**config.mk**
```make
export PLATFORM = sky130hd
export DESIGN_NAME = wb_port_arbiter
export DESIGN_NICKNAME = d
export VERILOG_FILES = /design/src/rtl/wb_port_arbiter.sv
export SDC_FILE = /design/constraint.sdc
export NUM_CORES = 1
export LEC_CHECK = 0
export CAP_MARGIN = 20
export CORE_ASPECT_RATIO = 1.4
export CORE_MARGIN = 4
export CORE_UTILIZATION = 38
export CTS_CLUSTER_SIZE = 16
export DETAILED_ROUTE_END_ITERATION = 7
export PLACE_DENSITY = 0.81
export SYNTH_ARGS = -nofsm -noshare
export SYNTH_HDL_FRONTEND = slang
export SYNTH_SLANG_ARGS = --single-unit
```
**constraint.sdc**
```tcl
create_clock -name clk -period 2.26 [get_ports clk]
set_input_delay 0.339 -clock clk [delete_from_list [all_inputs] [get_ports clk]]
set_output_delay 0.339 -clock clk [all_outputs]
set_load 0.05 [all_outputs]
```
**src/rtl/wb_port_arbiter.sv**
```systemverilog
// Register-file write-port arbiter between the in-order WB stream and a late-result unit.
// Optional conflict-cycle counter enabled by defining WB_PORT_ARB_PERF_EN.
module wb_port_arbiter #(
  parameter int DATA_W       = 32,
  parameter int ADDR_W       = 5,
  parameter int STARVE_LIMIT = 4
) (
  input  logic                     clk,
  input  logic                     reset,
  input  logic                     pipe_valid,
  output logic                     pipe_ready,
  input  logic                     pipe_wen,
  input  logic [ADDR_W-1:0]        pipe_rd,
  input  logic [DATA_W-1:0]        pipe_data,
  input  logic                     flush,
  input  logic                     late_valid,
  output logic                     late_ready,
  input  logic [ADDR_W-1:0]        late_rd,
  input  logic [DATA_W-1:0]        late_data,
  output logic                     rf_we,
  output logic [ADDR_W-1:0]        rf_waddr,
  output logic [DATA_W-1:0]        rf_wdata,
  output logic [DATA_W+ADDR_W:0]   wb_bypass
`ifdef WB_PORT_ARB_PERF_EN
  ,
  output logic [31:0]              conflict_cnt
`endif
);

  // state    | meaning
  // PIPE_PRI | pipeline wins conflicts, late losses are counted
  // LATE_PRI | late unit has starved long enough and wins the next conflict
  typedef enum logic {PIPE_PRI, LATE_PRI} state_t;

  state_t     r_state, w_state_nxt;
  logic [3:0] r_starve_cnt, w_starve_nxt;

  logic w_pipe_req, w_late_req, w_conflict, w_same_rd;
  logic w_grant_pipe, w_grant_late;
  logic w_pipe_wr, w_late_xfer;

  assign w_pipe_req = pipe_valid & pipe_wen & ~flush;
  assign w_late_req = late_valid;
  assign w_conflict = w_pipe_req & w_late_req;
  // The late result is older, so a shared destination must be written by it first.
  assign w_same_rd  = (late_rd == pipe_rd) && (pipe_rd != '0);

  always_comb begin
    w_grant_pipe = w_pipe_req & ~w_late_req;
    w_grant_late = w_late_req & ~w_pipe_req;
    w_state_nxt  = r_state;
    w_starve_nxt = r_starve_cnt;
    if (w_conflict) begin
      if (w_same_rd || (r_state == LATE_PRI)) w_grant_late = 1'b1;
      else                                    w_grant_pipe = 1'b1;
    end
    // Ready is held low while in reset so nothing is accepted until release.
    pipe_ready  = reset & pipe_valid & ~(w_pipe_req & ~w_grant_pipe);
    late_ready  = reset & w_grant_late;
    w_late_xfer = late_valid & late_ready;
    w_pipe_wr   = w_pipe_req & pipe_ready;
    if (w_late_xfer) begin
      w_starve_nxt = 4'd0;
      w_state_nxt  = PIPE_PRI;
    end else if (w_conflict && w_grant_pipe) begin
      w_starve_nxt = r_starve_cnt + 4'd1;
      if (w_starve_nxt == 4'(STARVE_LIMIT)) w_state_nxt = LATE_PRI;
    end
  end

  always_ff @(posedge clk or negedge reset) begin
    if (!reset) begin
      r_state      <= PIPE_PRI;
      r_starve_cnt <= 4'd0;
      rf_we        <= 1'b0;
      rf_waddr     <= '0;
      rf_wdata     <= '0;
    end else begin
      r_state      <= w_state_nxt;
      r_starve_cnt <= w_starve_nxt;
      if (w_late_xfer) begin
        rf_we    <= (late_rd != '0);
        rf_waddr <= late_rd;
        rf_wdata <= late_data;
      end else if (w_pipe_wr) begin
        rf_we    <= (pipe_rd != '0);
        rf_waddr <= pipe_rd;
        rf_wdata <= pipe_data;
      end else begin
        rf_we    <= 1'b0;
      end
    end
  end

  assign wb_bypass = {rf_wdata, rf_waddr, rf_we};

`ifdef WB_PORT_ARB_PERF_EN
  always_ff @(posedge clk or negedge reset) begin
    if (!reset)                                  conflict_cnt <= '0;
    else if (w_conflict && (conflict_cnt != '1)) conflict_cnt <= conflict_cnt + 32'd1;
  end
`endif

endmodule

```
== After elaboration in Yosys (flattened, before gate mapping) ==
Index checks and enable logic that the tools add are counted.

* Register bits: 43
* Bits of input ports: 80
* Output and inout port bits: 78

* Add/sub/neg operators: 1
* Equality and inequality tests: 2
* Muxes and demuxes: 15
* Bitwise gates (word level): 16
* Reduce and logical (&&, ||, !) cells: 9

{| class="wikitable"
|+ Operators by type and width
! kind !! number
|-
| $mux 32 || 2
|-
| $and 1x1->1 || 11
|-
| $mux 5 || 2
|-
| $reduce_bool 5->1 || 2
|-
| $mux 1 || 9
|-
| $mux 4 || 2
|-
| $reduce_bool 2->1 || 3
|-
| $eq 5x5->1 || 1
|-
| $not 1->1 || 5
|-
| $add 4x1->4 const B || 1
|-
| $eq 4x3->1 const B || 1
|-
| $logic_and 1x1->1 || 2
|-
| $reduce_and 2->1 || 1
|-
| $logic_or 1x1->1 || 1
|}

== Depth between registers and ports, before layout ==
Gate-level depths: netlist of run 1.

* Depth after elaboration: 12
* Depth in mapped cells: 7
* Mapped depth without buffers: 5

== Worst setup path after synthesis of run 1 ==
No wires, ideal clock.

* Path type: input to output
* From: input pipe_rd[1]
* To: output late_ready
* Arrival: 1.934 ns
* Required time: 1.921 ns
* Path slack: -0.013 ns
* Stages: 7
* Buffers on the path: 2
* Path through: or4_4 > o211ai_2 > o21ai_1 > nand3_1 > buf_6 > buf_6 > inv_1

* Cells in the longest elaborated chain, start to end: 6

{| class="wikitable"
|+ RTL lines
! what !! line !! RTL
|-
| start: declaration || 13 || <nowiki>input logic [ADDR_W-1:0] pipe_rd,</nowiki>
|-
| $eq 5x5->1 / $reduce_bool 5->1 (equally long branches) || 46 || <nowiki>assign w_same_rd = (late_rd == pipe_rd) && (pipe_rd != '0);</nowiki>
|-
| $logic_and 1x1->1 * || 46 ||
|-
| $logic_or 1x1->1 * || 54 || <nowiki>if (w_same_rd || (r_state == LATE_PRI)) w_grant_late = 1'b1;</nowiki>
|-
| $mux 1 * || 54 ||
|-
| $mux 1 * || 53 || <nowiki>if (w_conflict) begin</nowiki>
|-
| $and 1x1->1 * || 59 || <nowiki>late_ready = reset & w_grant_late;</nowiki>
|-
| end: declaration || 17 || <nowiki>output logic late_ready,</nowiki>
|}

Mark *: on every way between the ends. The rest lies on a longest branch, timed or not.

== Worst setup path in the final report of run 1 ==
* From: input pipe_rd[1]
* To: output pipe_ready

* Cells in the longest elaborated chain, start to end: 9

{| class="wikitable"
|+ RTL lines
! what !! line !! RTL
|-
| $eq 5x5->1 / $reduce_bool 5->1 (equally long branches) || 46 ||
|-
| $logic_and 1x1->1 * || 46 ||
|-
| $logic_or 1x1->1 * || 54 ||
|-
| $mux 1 * || 54 ||
|-
| $mux 1 * || 53 ||
|-
| $not 1->1 * || 58 || <nowiki>pipe_ready = reset & pipe_valid & ~(w_pipe_req & ~w_grant_pipe);</nowiki>
|-
| $and 1x1->1 * || 58 ||
|-
| $not 1->1 * || 58 ||
|-
| $and 1x1->1 * || 58 ||
|-
| end: declaration || 11 || <nowiki>output logic pipe_ready,</nowiki>
|}

Marks and branches as above.

==> results.json, run 1 <==
{
  "slew-limit-headroom": 0.646,
  "grt_pass1_wl_um": 11600,
  "synth_common_cells": "43 x dfrtp_1, 40 x buf_4, 38 x mux2_4, 36 x mux2_2, 6 x xnor2_1",
  "dpl_cell_area_um2": 4320,
  "setup_viol": 0,
  "die_area_um2": 8590,
  "p_per_area_nw_per_um2": 786,
  "drive_gt1_frac": 0.364,
  "worstPathRequired_ns": 1.92,
  "io-pin-count": 158,
  "grt_usage": 0.172,
  "syn-num-nets": 291,
  "cts_hold_buf": 0,
  "cts_sinks": 43,
  "place_ws_ns": -0.408,
  "worstSetupPathType": "primary input to output pin",
  "timing.final.ws_setup_ns": 0.0103,
  "yosysTopAreaCellShare": 0.396,
  "fin_area_um2": 4550,
  "cts.path.max_buffers": 2,
  "syn_area_um2": 2720,
  "hp-class": "primary input to async pin",
  "async_reset_ff_frac": 1.00,
  "netlist_instances": 209,
  "synthToLayoutAreaGrowth_pct": 67.3,
  "ys_seq_elements": 43,
  "fin_crit_ns": 2.25,
  "antenna_found_initial": 0,
  "hold_viol": 0,
  "reg2reg_depth": 6,
  "maxSlewViolCount": 0,
  "drc": 0,
  "finalNetCount": 441,
  "crit_chain": "buf_4 -> or4_4 -> o211ai_4 -> nor2_1 -> o2111ai_1 -> and3_4 -> buf_12",
  "grt_overflow": 0,
  "synthTopCellsByArea": "dfrtp_1 40%, mux2_4 21%, mux2_2 15%, buf_4 11%, buf_6 2.1%",
  "holdWs_ns": 0.0257,
  "yosysMostFrequentCell": "dfrtp_1",
  "status": "completed",
  "cpMaxStageDelayCell": "or4_4",
  "end_kind": "output pin",
  "max-vdd-ir-drop_mv": 0.350,
  "dieWidth_um": 79.5,
  "initial_core_util": 0.390,
  "grt_pass1_vias": 2319,
  "core_area_um2": 6980,
  "antenna_cells": 0,
  "synth.distinct_cells": 28,
  "ys.flop_type": "dfrtp_1",
  "cts-root-buf": "clkbuf_8",
  "drt-pass1-iter-count": 4,
  "row_count": 36,
  "cp_max_fo": 3,
  "wl_um": 7470,
  "synth.avg_cell_area_um2": 13.0,
  "crit_path_start_kind": "primary input",
  "synth_edf_count": 0,
  "cts.htree.levels": 2,
  "die_h_um": 108,
  "numPortBuffers": 157,
  "utilization": 0.652,
  "drtIter0Drc": 51,
  "tightest_slew_ns": 0.529,
  "numCtsBuffers": 5,
  "max_stage_delay_ns": 0.56,
  "ys_seq_area_frac": 0.396,
  "place_congestion": 0.741,
  "detail_route.wl_per_cell_um": 16.4,
  "reg2reg_from": "r_state",
  "fin_skew_ns": 0.00812,
  "vias": 2117,
  "fmax_mhz": 445,
  "fin_crit_sh": 0.995,
  "detailed_place_hpwl_um": 6050,
  "rrSetupSlack_ns": 0.47,
  "clk_latency_ns": 0.29,
  "drv_cap": 0,
  "worstPathArrival_ns": 1.91,
  "grt_max_degree": 34,
  "yosys_warnings": 0,
  "r2r_end": "rf_wdata[25]",
  "yosys.area.top_type": "dfrtp_1",
  "cts_tree": "yes",
  "ant_nets": 0,
  "viasPerCell": 4.65,
  "leakage_nw": 2.06,
  "clk_pin_slew_ns": 0.08
}
-- layout by cell type (no fill, tap or decap), types with 2 or more instances in the layout --
cell	instances
clkdlybuf4s50_1	144
dfrtp_1	43
mux2_4	38
mux2_2	36
buf_4	25
clkbuf_8	6
buf_12	6
nand3_1	4
nor2_1	4
nand2_1	4
dlymetal6s2s_1	4
xnor2_2	3
xnor2_1	3
o21ai_0	3
buf_2	3
buf_6	3
nand4b_1	2
inv_1	2
a21oi_1	2
o22ai_1	2
nand2b_1	2
ha_1	2
dlygate4sd2_1	2
-- critical path, delay by kind of cell --
| kind | cells | cell delay (ns) |
|---|---|---|
| AND/OR/NAND/NOR | 3 | 0.87 |
| buffers and inverters | 2 | 0.26 |
| AO/OA/AOI/OAI | 2 | 0.44 |
-- per-layer routing --
metal	wire length (µm)	track usage	vias up	share of wire
li1	-	-	990	-
met5	0	0	-	0
met1	2710	0.189	1037	0.36
met4	63	0.0405	0	0.0084
met2	4170	0.327	84	0.56
met3	534	0.0417	6	0.071
-- registers in the layout, summed over array words and instances, names as in the netlist --
signal,flops
rf_we,1
r_state,1
rf_waddr,5
rf_wdata,32
r_starve_cnt,4
-- what timing repair did --
action / 4_1_cts / 5_1_grt
resized for setup: 21 / 10
endpoints found under the setup margin: 39 / 39
pin swaps: 9 / 8
buffers inserted: 5 / 1
gates cloned: 1 / 0
hold endpoints to repair: 0 / 0
-- cell families (layout without fill, tap and decap cells) --
group,after synthesis,count (layout),synth area share
AO/OA/AOI/OAI,13,13,0.0340
buffers and inverters,49,200,0.137
flip-flops,43,43,0.396
multiplexers,74,74,0.359
XOR/XNOR,7,7,0.0225
AND/OR/NAND/NOR,21,21,0.0428
adder cells (fa/ha/maj),2,2,0.00920
-- metrics by stage --
stage / std cells / total power, mW / setup TNS, ns
final: 455 / 3.58 / 0
after global routing: 455 / 3.73 / -0.0351
after CTS: 454 / 3.62 / -0.00120
after detailed placement: 440 / 2.97 / -15.29
after global placement: 440 / 2.93 / -13.21
after floorplan: 209 / 2.38 / 0
-- where the power goes --
group | leakage (nW) | internal [mW] | switching, mW | total (mW)
Clock | 0.0612 | 0.358 | 0.261 | 0.619
Combinational | 1.48 | 0.825 | 1.14 | 1.96
Sequential | 0.515 | 0.891 | 0.104 | 0.996
-- cell type report --
cell class                 instances  area, µm²
fill                             541       2430
clock buffer                       6       82.6
sequential                        43       1080
tap                               95        119
clock inverter                     2       35.0
timing repair buffer             189       1900
multi-input combinational        117       1330
inverter                           3       15.0
-- how the worst max path moves through the flow --
stage / startpoint / endpoint / slack [ns] / cells after the start
global placement: pipe_rd[1] / rf_wdata[24] / -0.35 / 7
finish: pipe_rd[1] / pipe_ready / 0.01 / 7
floorplan: pipe_rd[1] / late_ready / 0.00002 / 7
CTS: pipe_rd[2] / pipe_ready / -0.001 / 7
global route: pipe_rd[1] / pipe_ready / -0.04 / 7
detailed placement: pipe_rd[1] / rf_wdata[21] / -0.41 / 7
Note: power is estimated with default switching activity, not from simulation.
==> inputs of run 2 (changes only) <==
- CELL_PAD_IN_SITES_DETAIL_PLACEMENT: not set -> 0
- CELL_PAD_IN_SITES_GLOBAL_PLACEMENT: not set -> 1
- CORE_UTILIZATION: 38 -> 29
- CTS_CLUSTER_SIZE: 16 -> 10
- PLACE_DENSITY: 0.81 -> not set
- PLACE_DENSITY_LB_ADDON: not set -> 0.1
==> run 2 against run 1 <==
  * Clock skew shrank 0.0023 ns
  * Flip-flop and latch count unchanged
  * Utilization decreased by 15 points
  * Hold slack better by 0.052 ns
  * Cell count rose by 2.0%
  * Critical endpoint unchanged
  * Critical path depth up 1
  * Fmax up 2.9%
  * Routed wire length grew 6.9%
  * Critical path type unchanged
  * Power is 5.3% higher
  * Combinational power barely moved
==> results.json, run 2 (synthesized netlist as in run 1, its figures left out) <==
{
  "status": "completed",
  "max-vdd-ir-drop_mv": 0.454,
  "ant_nets": 0,
  "synthToLayoutAreaGrowth_pct": 69.1,
  "end_kind": "output pin",
  "antenna_cells": 0,
  "timing.final.ws_setup_ns": 0.0741,
  "max_stage_delay_ns": 0.50,
  "drv_cap": 0,
  "rsz0062_at_grt": "false",
  "clk_pin_slew_ns": 0.06,
  "utilization": 0.507,
  "top_register": "rf_wdata",
  "io-pin-count": 158,
  "core_area_um2": 9080,
  "cts_sinks": 43,
  "row_count": 41,
  "wl_um": 7990,
  "grt_max_degree": 28,
  "place_ws_ns": -0.361,
  "dieWidth_um": 89.9,
  "finalNetCount": 439,
  "tightest_slew_ns": 0.527,
  "fin_tns_setup_ns": 0,
  "final_common_cell": "clkdlybuf4s50_1",
  "grt_overflow": 0,
  "nFillCells": 836,
  "antenna_found_initial": 0,
  "fin_crit_ns": 2.19,
  "cts_hold_buf": 0,
  "leakage_nw": 2.06,
  "largest_reg_flops": 32,
  "final_cell_mix": "145 x clkdlybuf4s50_1, 43 x dfrtp_1, 38 x mux2_4, 36 x mux2_2, 24 x buf_4",
  "detail_route.wl_per_cell_um": 17.2,
  "hp-class": "primary input to async pin",
  "viasPerCell": 4.52,
  "reg_top3": "rf_wdata x32, rf_waddr x5, r_starve_cnt x4",
  "slew-limit-headroom": 0.648,
  "power_mw": 3.77,
  "die_h_um": 123,
  "drtIter0Drc": 36,
  "cts-root-buf": "clkbuf_16",
  "place_congestion": 0.725,
  "drive_gt1_frac": 0.356,
  "cts.path.max_buffers": 2,
  "maxSlewViolCount": 0,
  "worstPathArrival_ns": 1.85,
  "p_per_area_nw_per_um2": 819,
  "grt_usage": 0.142,
  "grt_pass1_vias": 2353,
  "fin_skew_ns": 0.00586,
  "reg2reg_from": "r_state",
  "drt-pass1-iter-count": 4,
  "detailed_place_hpwl_um": 5940,
  "fin_crit_sh": 0.967,
  "numCtsBuffers": 5,
  "crit_chain": "clkdlybuf4s50_1 -> xnor2_1 -> nand3_2 -> buf_4 -> nor2_1 -> o2111ai_1 -> and3_4 -> buf_12",
  "crit_path_start_kind": "primary input",
  "initial_core_util": 0.300,
  "r2r_end": "rf_wdata[14]",
  "cts.htree.levels": 2,
  "worstPathRequired_ns": 1.92,
  "setup_viol": 0,
  "cpMaxStageDelayCell": "clkdlybuf4s50_1",
  "reg2reg_depth": 6,
  "rrSetupSlack_ns": 0.46,
  "grt_pass1_wl_um": 12400,
  "fmax_mhz": 457,
  "drc": 0,
  "numPortBuffers": 157,
  "clk_latency_ns": 0.28,
  "cts_tree": "yes",
  "hold_viol": 0,
  "cp_max_fo": 2,
  "vias": 2098,
  "die_area_um2": 11000,
  "worstSetupPathType": "primary input to output pin"
}
[run 2: critical path: cells and delay by family]
family	cells	cell delay, ns
xor gates and xnor gates	1	0.15
and+or+nand+nor	3	0.44
buffers and inverters	3	0.80
AOI/OAI and AO/OA	1	0.11
[run 2: final cells by class]
| type | count | area (µm²) | share of cell area |
|---|---|---|---|
| sequential | 43 | 1080 | 0.234 |
| timing repair buffer | 187 | 1890 | 0.410 |
| tap | 107 | 134 | 0.0291 |
| inverter | 3 | 15.0 | 0.00326 |
| clock buffer | 6 | 129 | 0.0280 |
| multi-input combinational | 117 | 1330 | 0.289 |
| clock inverter | 1 | 30.0 | 0.00653 |
[run 2: worst max-delay path by stage]
stage                     startpoint           end  slack (ns)  cells past startpoint
final                     late_rd[4]    pipe_ready        0.07                      8
after global placement    pipe_rd[1]  rf_wdata[21]       -0.34                      7
after floorplan           pipe_rd[1]    late_ready     0.00002                      7
after CTS                 late_rd[3]    pipe_ready       0.005                      8
after global routing      late_rd[4]    pipe_ready       0.003                      8
after detailed placement  pipe_rd[1]  rf_wdata[23]       -0.36                      7
[run 2: layer usage]
metal  global-route usage  wire length, µm
met3               0.0380              529
met4               0.0441              144
met5                    0                0
met1                0.166             3300
met2                0.256             4010
[run 2: repair_timing]
action                     CTS  global route
gates resized for setup     19             6
hold endpoints to repair     0             0
setup buffers                4             1
setup endpoints to repair   39            34
pin swaps                    9             9
cloned                       1             1
[run 2: report_power, final]
part           leakage [nW]  switching (mW)  internal [mW]
clock network        0.0769           0.299          0.516
logic                  1.46            1.13          0.822
registers             0.515           0.103          0.893
total                  2.06            1.53           2.23
[run 2: per-stage QoR]
| step | instance area (µm²) | hold WS [ns] | std cells |
|---|---|---|---|
| after floorplan | 2730 | 0.0434 | 209 |
| after global placement | 4320 | 0.399 | 450 |
| after detailed placement | 4320 | 0.386 | 450 |
| after CTS | 4560 | 0.0863 | 462 |
| after global routing | 4600 | 0.103 | 464 |
| final | 4600 | 0.0779 | 464 |
